**config.mk**
```make
export PLATFORM = sky130hd
export DESIGN_NAME = voice_allocator
export DESIGN_NICKNAME = d
export VERILOG_FILES = /design/src/rtl/midi_pkg.sv /design/src/rtl/voice_allocator_pkg.sv /design/src/rtl/voice_allocator_select.sv /design/src/rtl/voice_allocator.sv
export SDC_FILE = /design/constraint.sdc
export NUM_CORES = 1
export LEC_CHECK = 0
export CAP_MARGIN = 15
export CORE_ASPECT_RATIO = 0.75
export CORE_MARGIN = 2
export CORE_UTILIZATION = 50
export CTS_CLUSTER_DIAMETER = 40
export DETAILED_ROUTE_END_ITERATION = 12
export GPL_TIMING_DRIVEN = 1
export PLACE_DENSITY = 0.72
export SYNTH_ARGS = -nofsm -noshare
export SYNTH_HDL_FRONTEND = slang
export SYNTH_HIERARCHICAL = 1
export SYNTH_SLANG_ARGS = --single-unit
export TNS_END_PERCENT = 10
```
**constraint.sdc**
```tcl
create_clock -name clock_50_000_000 -period 13.4 [get_ports clock_50_000_000]
set_input_delay 3.35 -clock clock_50_000_000 [delete_from_list [all_inputs] [get_ports clock_50_000_000]]
set_output_delay 3.35 -clock clock_50_000_000 [all_outputs]
set_load 0.005 [all_outputs]
```
**src/rtl/midi_pkg.sv**
```systemverilog
// Parsed MIDI message format shared between the MIDI parser and its consumers.
package MIDI;

    typedef enum logic [2:0] {
        NOTE_OFF       = 3'd0,
        NOTE_ON        = 3'd1,
        CONTROL_CHANGE = 3'd2,
        PROGRAM_CHANGE = 3'd3,
        PITCH_BEND     = 3'd4,
        OTHER          = 3'd7
    } kind_t;

    // data1 = note / controller number, data2 = velocity / controller value
    typedef struct packed {
        kind_t      kind;
        logic [3:0] channel;
        logic [6:0] data1;
        logic [6:0] data2;
    } message_t;

    localparam logic [6:0] DAMPER_PEDAL = 7'd64;

endpackage

```
**src/rtl/voice_allocator_pkg.sv**
```systemverilog
// Per-voice state record and scheduler FSM states for the voice allocator.
package VOICE;

    // Wide enough for a rank of up to 16 voices.
    localparam int AGE_BITS = 4;
    localparam logic [AGE_BITS-1:0] AGE_ONE = 4'd1;

    typedef struct packed {
        logic                active;
        logic                gate;
        logic                sustained;
        logic [6:0]          note;
        logic [6:0]          velocity;
        logic [AGE_BITS-1:0] age;
    } voice_t;

    typedef enum logic [1:0] {
        IDLE   = 2'd0,
        LOOKUP = 2'd1,
        COMMIT = 2'd2
    } state_t;

endpackage

```
**src/rtl/voice_allocator_select.sv**
```systemverilog
// Combinational voice search: note matches, lowest free voice and steal candidate.
module voice_select
    import VOICE::*;
#(
    parameter int VOICES = 8
) (
    input  voice_t [VOICES-1:0] voices,
    input  logic   [6:0]        note,
    output logic   [VOICES-1:0] match_active,
    output logic   [VOICES-1:0] match_gated,
    output logic   [VOICES-1:0] free,
    output logic   [VOICES-1:0] steal
);

    logic                found_ma, found_mg, found_fr, found_st, any_released;
    logic [AGE_BITS-1:0] best_age;

    always_comb begin
        match_active = '0;
        match_gated  = '0;
        free         = '0;
        steal        = '0;
        found_ma     = 1'b0;
        found_mg     = 1'b0;
        found_fr     = 1'b0;
        found_st     = 1'b0;
        any_released = 1'b0;
        best_age     = '0;
        for (int i = 0; i < VOICES; i++) begin
            if (voices[i].active && !voices[i].gate) any_released = 1'b1;
            if (!found_ma && voices[i].active && voices[i].note == note) begin
                match_active[i] = 1'b1;
                found_ma        = 1'b1;
            end
            if (!found_mg && voices[i].active && voices[i].gate && voices[i].note == note) begin
                match_gated[i] = 1'b1;
                found_mg       = 1'b1;
            end
            if (!found_fr && !voices[i].active) begin
                free[i]  = 1'b1;
                found_fr = 1'b1;
            end
        end
        // Releasing voices are preferred victims; strict '>' keeps ties on the lowest index.
        for (int i = 0; i < VOICES; i++) begin
            if ((any_released ? (voices[i].active && !voices[i].gate) : voices[i].active)
                && (!found_st || voices[i].age > best_age)) begin
                steal    = '0;
                steal[i] = 1'b1;
                best_age = voices[i].age;
                found_st = 1'b1;
            end
        end
    end

endmodule

```
**src/rtl/voice_allocator.sv**
```systemverilog
// Polyphonic voice scheduler: maps note/pedal messages onto shared synthesis voices.
module voice_allocator
    import VOICE::*;
#(
    parameter int VOICES = 8,
    parameter int AGE_W  = $clog2(VOICES)
) (
    input  logic                  clock_50_000_000,
    input  logic                  reset_l,
    input  MIDI::message_t        message,
    input  logic                  message_valid,
    output logic                  message_ready,
    input  logic [VOICES-1:0]     voice_done,
    output logic [VOICES-1:0]     voice_active,
    output logic [VOICES-1:0]     voice_gate,
    output logic [VOICES-1:0]     voice_trigger,
    output logic [VOICES*7-1:0]   voice_note,
    output logic [VOICES*7-1:0]   voice_velocity
);

    state_t              state;
    MIDI::message_t      msg_q;
    logic                pedal;
    voice_t [VOICES-1:0] voices;
    logic [VOICES-1:0]   sel_match_active, sel_match_gated, sel_free, sel_steal;
    logic [VOICES-1:0]   match_on_q, match_off_q, free_q, steal_q;
    logic [VOICES-1:0]   target;
    logic [AGE_W:0]      old_age;
    logic                is_on, is_off, is_cc64;

    voice_select #(.VOICES(VOICES)) u_select (
        .voices       (voices),
        .note         (msg_q.data1),
        .match_active (sel_match_active),
        .match_gated  (sel_match_gated),
        .free         (sel_free),
        .steal        (sel_steal)
    );

    always_comb begin
        is_on   = (msg_q.kind == MIDI::NOTE_ON) && (msg_q.data2 != 7'd0);
        is_off  = (msg_q.kind == MIDI::NOTE_OFF) ||
                  ((msg_q.kind == MIDI::NOTE_ON) && (msg_q.data2 == 7'd0));
        is_cc64 = (msg_q.kind == MIDI::CONTROL_CHANGE) && (msg_q.data1 == MIDI::DAMPER_PEDAL);
        target  = (|match_on_q) ? match_on_q : ((|free_q) ? free_q : steal_q);
        // A fresh (inactive) target sits above every rank, so all active voices age.
        old_age = (AGE_W+1)'(VOICES);
        for (int i = 0; i < VOICES; i++)
            if (target[i] && voices[i].active) old_age = {1'b0, voices[i].age[AGE_W-1:0]};
    end

    always_ff @(posedge clock_50_000_000 or negedge reset_l) begin
        if (!reset_l) begin
            state         <= IDLE;
            msg_q         <= '0;
            pedal         <= 1'b0;
            voices        <= '0;
            voice_trigger <= '0;
            match_on_q    <= '0;
            match_off_q   <= '0;
            free_q        <= '0;
            steal_q       <= '0;
        end else begin
            voice_trigger <= '0;
            for (int i = 0; i < VOICES; i++)
                if (voice_done[i] && voices[i].active && !voices[i].gate)
                    voices[i].active <= 1'b0;
            case (state)
                IDLE: begin
                    if (message_valid) begin
                        msg_q <= message;
                        state <= LOOKUP;
                    end
                end
                LOOKUP: begin
                    match_on_q  <= sel_match_active;
                    match_off_q <= sel_match_gated;
                    free_q      <= sel_free;
                    steal_q     <= sel_steal;
                    state       <= COMMIT;
                end
                COMMIT: begin
                    state <= IDLE;
                    if (is_on) begin
                        for (int i = 0; i < VOICES; i++) begin
                            if (target[i]) begin
                                voices[i].active    <= 1'b1;
                                voices[i].gate      <= 1'b1;
                                voices[i].sustained <= 1'b0;
                                voices[i].note      <= msg_q.data1;
                                voices[i].velocity  <= msg_q.data2;
                                voices[i].age       <= '0;
                                voice_trigger[i]    <= 1'b1;
                            end else if (voices[i].active &&
                                         {1'b0, voices[i].age[AGE_W-1:0]} < old_age) begin
                                voices[i].age <= voices[i].age + AGE_ONE;
                            end
                        end
                    end else if (is_off) begin
                        for (int i = 0; i < VOICES; i++)
                            if (match_off_q[i]) begin
                                if (pedal) voices[i].sustained <= 1'b1;
                                else       voices[i].gate      <= 1'b0;
                            end
                    end else if (is_cc64) begin
                        pedal <= msg_q.data2[6];
                        if (!msg_q.data2[6])
                            for (int i = 0; i < VOICES; i++)
                                if (voices[i].sustained) begin
                                    voices[i].gate      <= 1'b0;
                                    voices[i].sustained <= 1'b0;
                                end
                    end
                end
                default: state <= IDLE;
            endcase
        end
    end

    assign message_ready = (state == IDLE);

    always_comb begin
        for (int i = 0; i < VOICES; i++) begin
            voice_active[i]           = voices[i].active;
            voice_gate[i]             = voices[i].gate;
            voice_note[i*7 +: 7]      = voices[i].note;
            voice_velocity[i*7 +: 7]  = voices[i].velocity;
        end
    end

endmodule

```
# Yosys cells after proc, flatten, opt, wreduce, memory -nomap -nowiden
# Index checks and enable logic that the tools add are counted.
dict set report totals {
  regBits 228
  inputBits 32
  out_inout_bits 137
  word_cells 512
}
dict set report op_classes {
  add_sub_neg 8
  order_cmp 15
  n_eq_ne 33
  muxes 194
  n_bitwise 2
  reduce_logical 202
}
# operator count
set ops {}
lappend ops {{168-bit two-way mux} 1}
lappend ops {{17-bit two-way mux} 8}
lappend ops {{19-bit two-way mux} 7}
lappend ops {{4-bit two-way mux} 32}
lappend ops {{2-bit two-way mux} 50}
lappend ops {{1-bit logical AND} 95}
lappend ops {{1-bit two-way mux} 85}
lappend ops {{7-bit == test} 8}
lappend ops {{7-bit AND reduction} 8}
lappend ops {{3-bit AND reduction} 16}
lappend ops {{6-bit AND reduction} 8}
lappend ops {{1-bit logical NOT} 42}
lappend ops {{8-bit two-way mux} 5}
lappend ops {{4-bit by 1-bit adder with 4-bit output (second input constant)} 8}
lappend ops {{3-bit by 4-bit less-than comparator with 1-bit output} 8}
lappend ops {{3-bit inequality test (second input constant)} 10}
lappend ops {{4-bit > comparator} 7}
lappend ops {{3-bit nonzero test} 9}
lappend ops {{18-bit two-way mux} 1}
lappend ops {{2-bit inequality test (second input constant)} 9}
lappend ops {{2-bit nonzero test} 8}
lappend ops {{8-bit OR reduction} 2}
lappend ops {{1-bit logical OR} 8}
lappend ops {{7-bit == test (second input constant)} 1}
lappend ops {{other kinds (17)} 18}

# Logic depth before layout (Yosys ltp)
# Gate-level depths: netlist (run 1).
dict set report logic_depth {
  word_depth 40
  mapped_depth 69
  mapped_depth_nobuf 65
}

# By module
# The synthesis (run 1) kept the hierarchy.
# module instances cells_each area_each_um2 seq_area_each_um2
set by_module_without_submodules {}
lappend by_module_without_submodules {voice_allocator 1 1213 11354.6 5705.5}
lappend by_module_without_submodules {voice_select 1 317 2367.3 0.0}

# Least setup slack after synthesis (run 1)
# Ideal clock, no wire load.
dict set report synth_path {
  path_type {reg2reg}
  startpoint {reg voice_active[0] (netlist name)}
  endpoint {reg steal_q[2]}
  setup_ns 0.125
  t_arrival_ns 11.948
  path_slack_ns 1.328
  path_stages_with_launch 65
  n_path_buf 4
  period_less_slack_ns 12.072
  path_cell_list {dfrtp_1 -> buf_6 -> nor2b_4 -> a2111o_1 -> o21ai_4 -> and2_2 -> nand2_1 -> ha_1 -> o21ai_0 -> a21oi_1 -> o21ai_0 -> a311oi_4 -> a22oi_2 -> ha_1 -> nor2b_1 -> o21a_1 -> o21a_1 -> o21a_1 -> (+29 left out) -> nor2b_1 -> o21a_1 -> o21a_1 -> o2111a_1 -> a41o_1 -> buf_6 -> or2_2 -> o31a_1 -> ha_1 -> nor2b_1 -> o21ai_0 -> nand2b_1 -> a21oi_1 -> a41o_1 -> a21oi_1 -> nor4_2 -> nor3b_2 -> mux2_2}
}
dict set report synth_via {
  elab_chain_len 39
}
# item line_no
set synth_lines {}
lappend synth_lines {{1-bit logical AND} {voice_allocator_select.sv:30, voice_allocator_select.sv:46}}
lappend synth_lines {{1-bit two-way mux (8 in series)} voice_allocator_select.sv:30} ;# if (voices[i].active && !voices[i].gate) any_released = 1'b1;
lappend synth_lines {{1-bit two-way mux} voice_allocator_select.sv:46} ;# if ((any_released ? (voices[i].active && !voices[i].gate) : voices[i].active)
lappend synth_lines {{4-bit two-way mux / 1-bit two-way mux (equally long branches)} voice_allocator_select.sv:46}
lappend synth_lines {{4-bit > comparator / 1-bit logical NOT (equally long branches)} voice_allocator_select.sv:47} ;# && (!found_st || voices[i].age > best_age)) begin
lappend synth_lines {{1-bit logical OR} voice_allocator_select.sv:47}
lappend synth_lines {{1-bit logical AND} voice_allocator_select.sv:47}
lappend synth_lines {{4-bit two-way mux / 1-bit two-way mux (equally long branches)} voice_allocator_select.sv:46}
lappend synth_lines {{(+17 left out)} n/a}
lappend synth_lines {{1-bit logical OR} voice_allocator_select.sv:47}
lappend synth_lines {{1-bit logical AND} voice_allocator_select.sv:47}
lappend synth_lines {{4-bit two-way mux / 1-bit two-way mux (equally long branches)} voice_allocator_select.sv:46}
lappend synth_lines {{4-bit > comparator / 1-bit logical NOT (equally long branches)} voice_allocator_select.sv:47}
lappend synth_lines {{1-bit logical OR} voice_allocator_select.sv:47}
lappend synth_lines {{1-bit logical AND} voice_allocator_select.sv:47}
lappend synth_lines {{8-bit two-way mux *} voice_allocator_select.sv:46}
lappend synth_lines {{net sel_steal[2]} voice_allocator.sv:25} ;# logic [VOICES-1:0] sel_match_active, sel_match_gated, sel_free, sel_steal;
lappend synth_lines {{end signal, assigned} voice_allocator.sv:79} ;# steal_q <= sel_steal;
lappend synth_lines {{end, declared} voice_allocator.sv:26} ;# logic [VOICES-1:0] match_on_q, match_off_q, free_q, steal_q;
# Mark *: on every way through the listed nets, which the timed path passes. The rest lies on a longest branch.
# A chain may end at the register's enable or synchronous reset.

# Worst setup path after layout (run 1)
dict set report layout_path {
  startpoint {reg voice_active[3] (netlist name)}
  endpoint {reg steal_q[4]}
}
dict set report layout_via {
  elab_chain_len 36
}
# item line_no
set layout_lines {}
lappend layout_lines {{1-bit logical AND} {voice_allocator_select.sv:30, voice_allocator_select.sv:46}}
lappend layout_lines {{1-bit two-way mux (5 in series)} voice_allocator_select.sv:30}
lappend layout_lines {{1-bit two-way mux} voice_allocator_select.sv:46}
lappend layout_lines {{4-bit two-way mux / 1-bit two-way mux (equally long branches)} voice_allocator_select.sv:46}
lappend layout_lines {{4-bit > comparator / 1-bit logical NOT (equally long branches)} voice_allocator_select.sv:47}
lappend layout_lines {{1-bit logical OR} voice_allocator_select.sv:47}
lappend layout_lines {{1-bit logical AND} voice_allocator_select.sv:47}
lappend layout_lines {{4-bit two-way mux / 1-bit two-way mux (equally long branches)} voice_allocator_select.sv:46}
lappend layout_lines {{(+17 left out)} n/a}
lappend layout_lines {{1-bit logical OR} voice_allocator_select.sv:47}
lappend layout_lines {{1-bit logical AND} voice_allocator_select.sv:47}
lappend layout_lines {{4-bit two-way mux / 1-bit two-way mux (equally long branches)} voice_allocator_select.sv:46}
lappend layout_lines {{4-bit > comparator / 1-bit logical NOT (equally long branches)} voice_allocator_select.sv:47}
lappend layout_lines {{1-bit logical OR} voice_allocator_select.sv:47}
lappend layout_lines {{1-bit logical AND} voice_allocator_select.sv:47}
lappend layout_lines {{8-bit two-way mux *} voice_allocator_select.sv:46}
lappend layout_lines {{net sel_steal[4]} voice_allocator.sv:25}
# Marks and branches as above.

==> qor.yml, run 1 <==
sta:
  hold_violations: 0
  slew_headroom: 0.105
  fin_skew_ps: 24.6
  fmax_mhz: 77.8
  period_minus_slack_ps: 12850
  tightestPinTransition_ps: 1340
  min_period_over_period: 0.959
  setup_violations: 0
  drv_slew: 0
floorplan:
  rows: 52
  initial_core_util: 0.508
  pin_count: 169
  fp.coreArea_um2: 27000
  dieWidth_um: 195
  dieArea_um2: 28800
  die_height_um: 147
finish:
  stdcell_area_um2: 16000
  area_growth_syn_to_layout_pct: 16.5
  final_cell_mix: "422 x nand2_1, 227 x dfrtp_1, 163 x clkdlybuf4s50_1, 52 x ha_1, 51 x xnor2_1"
  postLayoutCoreUtil: 0.592
  layout_commonest_cell: "nand2_1"
  drive_above_1_share: 0.129
  nNetsFinal: 1660
  diodes: 0
clock_tree:
  cts_sinks: 228
  cts_max_level: 1
  clk_latency_ps: 570
  cts_tree: "done"
  clockBufferDepth: 3
  numCtsBuffers: 30
  clk_pin_slew_ps: 60
  root_buffer: "clkbuf_16"
  cts_hold_buf: 0
min_path:
  hold_class: "flop to flop"
critical_path:
  critPathLaunchType: "flop"
  cp_slowest_cell: "a2111o_1"
  cpPeakStageDelay_ps: 530
  crit_buf_inv: 3
  arrival_ps: 13350
  worstSetupPathType: "flop to flop"
  cpMostUsedCell: "o21a_1"
  required_ps: 13900
  end_kind: "flop"
  cp_max_fo: 11
  cp_top_family: "compound AO/OA/AOI/OAI gates"
logic_synthesis:
  synthArstFlopShare: 1.00
  synth_fp_nets: 1614
  yosysWarnings: 6
  syn_area_um2: 13700
  seq_area_frac_synth: 0.416
  syn_area_per_cell_um2: 8.97
  ys_ff_latch: 228
  yosysUniqueCellTypes: 95
  synth_cells: 1530
  ys.flop_type: "dfrtp_1"
  synth_edf_count: 0
detailed_routing:
  wirelength_um: 41300
  ant_nets: 0
  drc_errors: 0
  viasPerCell: 5.88
  vias: 11500
  drt_first_pass_iters: 5
  first_iter_violations: 1017
  wl_per_cell_um: 21.2
global_routing:
  grt_first_pass_wirelength_um: 63700
  grt_pass1_vias: 11100
  grt_antenna_before_repair: 1
  grt_max_degree: 81
  grt-ovfl-total: 0
  grt.total_usage: 0.285
placed_design:
  place.gp.congestion: 0.910
  hpwl_um: 29500
  io_buffers: 164
  placed_cell_area_um2: 14800
job:
  max_cap_violations: 0
power:
  p_per_area_nw_per_um2: 126
  leakage_nw: 7.32
  ir_drop_uv: 104
outcome:
  outcome: "complete, no violations"
kinds of logic after synthesis:
group,count (synthesis),share of synthesized area
muxes,61,0.0492
DFF,228,0.416
xor gates and xnor gates,57,0.0364
AOI/OAI and AO/OA,221,0.120
adders and majority gates,52,0.0474
buffers and inverters,245,0.105
and+or+nand+nor,666,0.226
cells in the mapped netlist, types with 4 or more instances:
library cell  instances  share of area
a211oi_1              5         0.0027
a21o_1                6         0.0033
a21oi_1              50          0.018
a22oi_1              16         0.0088
a22oi_2               4         0.0036
a31o_2                4         0.0026
and2_1                8         0.0036
and3_1               16         0.0073
buf_1                 7         0.0019
buf_2                 6         0.0022
buf_4               130          0.071
buf_6                 4         0.0033
clkbuf_1             41          0.011
clkinv_1              5         0.0014
dfrtp_1             228           0.42
ha_1                 52          0.047
inv_1                50          0.014
mux2_2               49          0.040
mux2i_1              11         0.0080
nand2_1             422           0.12
nand2b_1             11         0.0050
nand3_1              22         0.0080
nand4_1              30          0.014
nor2_1               48          0.013
nor2b_1              22          0.010
nor3_1               20         0.0073
nor4_1               11         0.0050
nor4_4                4         0.0062
o211ai_1              8         0.0044
o21a_1               13         0.0071
o21ai_0              49          0.018
o22ai_1               5         0.0023
o31a_1                7         0.0045
o31ai_1               5         0.0027
or2_2                 7         0.0032
or3_1                12         0.0055
xnor2_1              51          0.033
xor2_1                6         0.0038
path summary, 6_finish.rpt:
kind                                   start                  to  slack (ps)  cells after the start
setup / recovery             voice_active[3]          steal_q[4]         550                     61
setup reg to reg             voice_active[3]          steal_q[4]         550                     61
hold reg to reg            voice_velocity[2]   voice_velocity[2]         480                      2
max in group asynchronous            reset_l  voice_velocity[12]        9150                      2
hold / removal             voice_velocity[2]   voice_velocity[2]         480                      2
min in group asynchronous            reset_l      voice_note[16]        2770                      1
registers in the layout, indices dropped and copies added, names as in the netlist:
register	count
free_q	8
voice_velocity	56
match_on_q	8
state	2
steal_q	8
match_off_q	8
voice_trigger	8
voice_gate	8
pedal	1
voice_note	56
voices	40
voice_active	8
msg_q	17
worst min-delay path, stage by stage (launching register included):
cell and delay [ps]:
dfrtp_1 340, nand2_1 50, nand2_1 50
power breakdown:
group	internal (mW)	switching, mW	leakage [nW]	total (mW)
registers	0.739	0.0806	3.10	0.820
logic	0.163	0.187	3.71	0.350
clock network	0.516	0.329	0.516	0.845
final cells by class:
class,instances,area (µm²)
Fill cell,2315,11000
Clock buffer,37,817
Sequential cell,228,5710
Inverter,57,214
Tap cell,351,439
Multi-Input combinational cell,1057,6630
Timing Repair Buffer,202,1930
Clock inverter,17,245
stage by stage:
stage          setup TNS, ps  total power, mW  std cells  hold slack [ps]  setup WS, ps
2_1_floorplan              0             1.04       1530              447          1330
3_3_place_gp               0             1.16       1892              459           732
3_5_place_dp               0             1.17       1892              463           526
4_1_cts                    0             2.01       1946              480           443
5_1_grt                 -152             2.08       1949              513         -72.4
6_report                   0             2.01       1949              478           547
timing repair:
item | in CTS | in global routing
setup buffers | 0 | 3
endpoints found under the setup margin | 0 | 8
resized for setup | 0 | 10
per-layer routing:
metal | wire (µm) | part of all wire | GRT usage | vias up
li1 | - | - | - | 5164
met1 | 18600 | 0.45 | 0.417 | 5701
met2 | 17500 | 0.42 | 0.414 | 512
met3 | 4230 | 0.10 | 0.0812 | 75
met4 | 949 | 0.023 | 0.0744 | 2
met5 | 17 | 0.00041 | 0 | -
Note: power is estimated with default switching activity, not from simulation.
==> run 2, diff against run 1 <==
Settings changed: ABC_CLOCK_PERIOD_IN_PS set to 13400, CORE_UTILIZATION 50 to 57, PLACE_DENSITY 0.72 to 0.81.
==> run 2 against run 1 <==
  * Worst hold slack better by 2.2 ps
  * Utilization is 7.1 points higher
  * Combinational power is 3% lower
  * Die area is 12% lower
  * Sequential cell count stayed put
  * Design area is 1.4% lower
  * First-iteration DRC count is 20% higher
  * Routed wire length is 1.4% lower
  * Via count is 0.85% higher
  * Critical path depth is 3 higher
  * Critical path type unchanged
==> qor.yml, run 2 (same netlist as run 1, synthesis figures left out) <==
finish:
  fillers: 1853
  nNetsFinal: 1656
  area_growth_syn_to_layout_pct: 14.9
  register_area_um2: 5710
  multi_input_area_um2: 6640
  layout_commonest_cell: "nand2_1"
  drive_above_1_share: 0.129
  final_cell_mix: "422 x nand2_1, 225 x dfrtp_1, 163 x clkdlybuf4s50_1, 52 x ha_1, 51 x xnor2_1"
  diodes: 0
detailed_routing:
  wl_per_cell_um: 21.5
  ant_nets: 0
  drc_errors: 0
  wirelength_um: 40800
  viasPerCell: 6.08
  vias: 11600
  first_iter_violations: 1222
  drt_first_pass_iters: 7
sta:
  min_period_over_period: 0.952
  tightestPinTransition_ps: 1410
  setup_violations: 0
  fin_tns_setup_ps: 0
  hold_violations: 0
  fmax_mhz: 78.4
  slew_headroom: 0.0577
  whs_ps: 480
  drv_slew: 0
  period_minus_slack_ps: 12760
  fin_skew_ps: 13.6
critical_path:
  end_kind: "flop"
  required_ps: 13810
  crit_buf_inv: 5
  cp_top_family: "compound AO/OA/AOI/OAI gates"
  arrival_ps: 13170
  cp_slowest_cell: "a2111o_1"
  cp_max_fo: 11
  cpPeakStageDelay_ps: 520
  cpMostUsedCell: "o21a_1"
  critPathLaunchType: "flop"
  worstSetupPathType: "flop to flop"
placed_design:
  hpwl_um: 28700
  io_buffers: 164
  place.gp.congestion: 0.930
clock_tree:
  clockBufferDepth: 3
  cts_sinks: 228
  clk_latency_ps: 540
  cts_hold_buf: 0
  clk_pin_slew_ps: 60
  numCtsBuffers: 27
  cts_tree: "done"
  cts_max_level: 1
  root_buffer: "clkbuf_16"
power:
  leakage_nw: 7.22
  ir_drop_uv: 114
  p_per_area_nw_per_um2: 121
global_routing:
  grt.total_usage: 0.320
  grt-ovfl-total: 0
  grt_antenna_before_repair: 0
  grt_first_pass_wirelength_um: 63700
  grt_pass1_vias: 11200
  grt_max_degree: 80
floorplan:
  rows: 49
  dieWidth_um: 183
  pin_count: 169
  die_height_um: 138
  initial_core_util: 0.577
  dieArea_um2: 25300
  fp.coreArea_um2: 23800
outcome:
  outcome: "complete, no violations"
min_path:
  hold_class: "flop to flop"
job:
  max_cap_violations: 0
[run 2: changes by cell type in the layout (fill, tap and decap cells not counted), moves of 3 or more]
| cell | change |
|---|---|
| buf_4 | -3 |
| clkbuf_16 | -3 |
| clkinv_2 | +3 |
| clkinv_4 | -3 |
| clkinvlp_4 | +4 |
| inv_6 | +3 |
| inv_8 | -3 |
[run 2: worst register-to-register path, delay by kind of cell (launching register included)]
| family | cells | cell delay (ps) |
|---|---|---|
| AND/OR/NAND/NOR | 16 | 2180 |
| adder cells (fa/ha/maj) | 7 | 2040 |
| flip-flops | 1 | 370 |
| buffers and inverters | 5 | 800 |
| AO/OA/AOI/OAI | 34 | 6680 |
| multiplexers | 2 | 540 |
[run 2: report_power, final]
part / total [mW] / internal [mW] / switching, mW
Combinational: 0.341 / 0.161 / 0.180
Clock: 0.734 / 0.428 / 0.306
Sequential: 0.827 / 0.739 / 0.0878
[run 2: layer usage]
layer / vias to the layer above / part of all wire / global-route usage
li1: 5171 / - / -
met1: 5664 / 0.42 / 0.464
met2: 630 / 0.43 / 0.456
met3: 86 / 0.12 / 0.110
met4: 0 / 0.027 / 0.0931
met5: - / 0 / 0
[run 2: layout make-up]
class                   count  share of cell area
inverters                  57              0.0136
multi-input cells        1057               0.421
clock inverters            18              0.0106
repair buffers            201               0.122
clock buffers              32              0.0460
flip-flops and latches    228               0.362
well taps                 306              0.0243
[run 2: what timing repair did]
action / 4_1_cts / 5_1_grt
resized for setup: 0 / 14
endpoints found under the setup margin: 0 / 8
endpoints found under the hold margin: 0 / 0
setup buffers: 0 / 7
[run 2: final timing paths]
path                                     from                 end  slack [ps]  depth (start not counted)
setup / recovery              voice_active[3]          steal_q[1]         640                         64
max in group asynchronous             reset_l       voice_gate[3]        9160                          2
hold reg to reg            voice_velocity[13]  voice_velocity[13]         480                          2
setup reg to reg              voice_active[3]          steal_q[1]         640                         64
hold / removal             voice_velocity[13]  voice_velocity[13]         480                          2
min in group asynchronous             reset_l      voice_note[45]        2770                          1
[run 2: metrics by stage]
stage          instance area, µm²   util  power (mW)  setup slack [ps]  cells
2_1_floorplan               13700      -        1.04              1330   1530
3_3_place_gp                14700  0.620        1.15               655   1841
3_5_place_dp                14700  0.620        1.16               356   1841
4_1_cts                     15600  0.657        1.89               304   1891
5_1_grt                     15800  0.663        1.97             -17.1   1899
6_report                    15800  0.663        1.90               641   1899
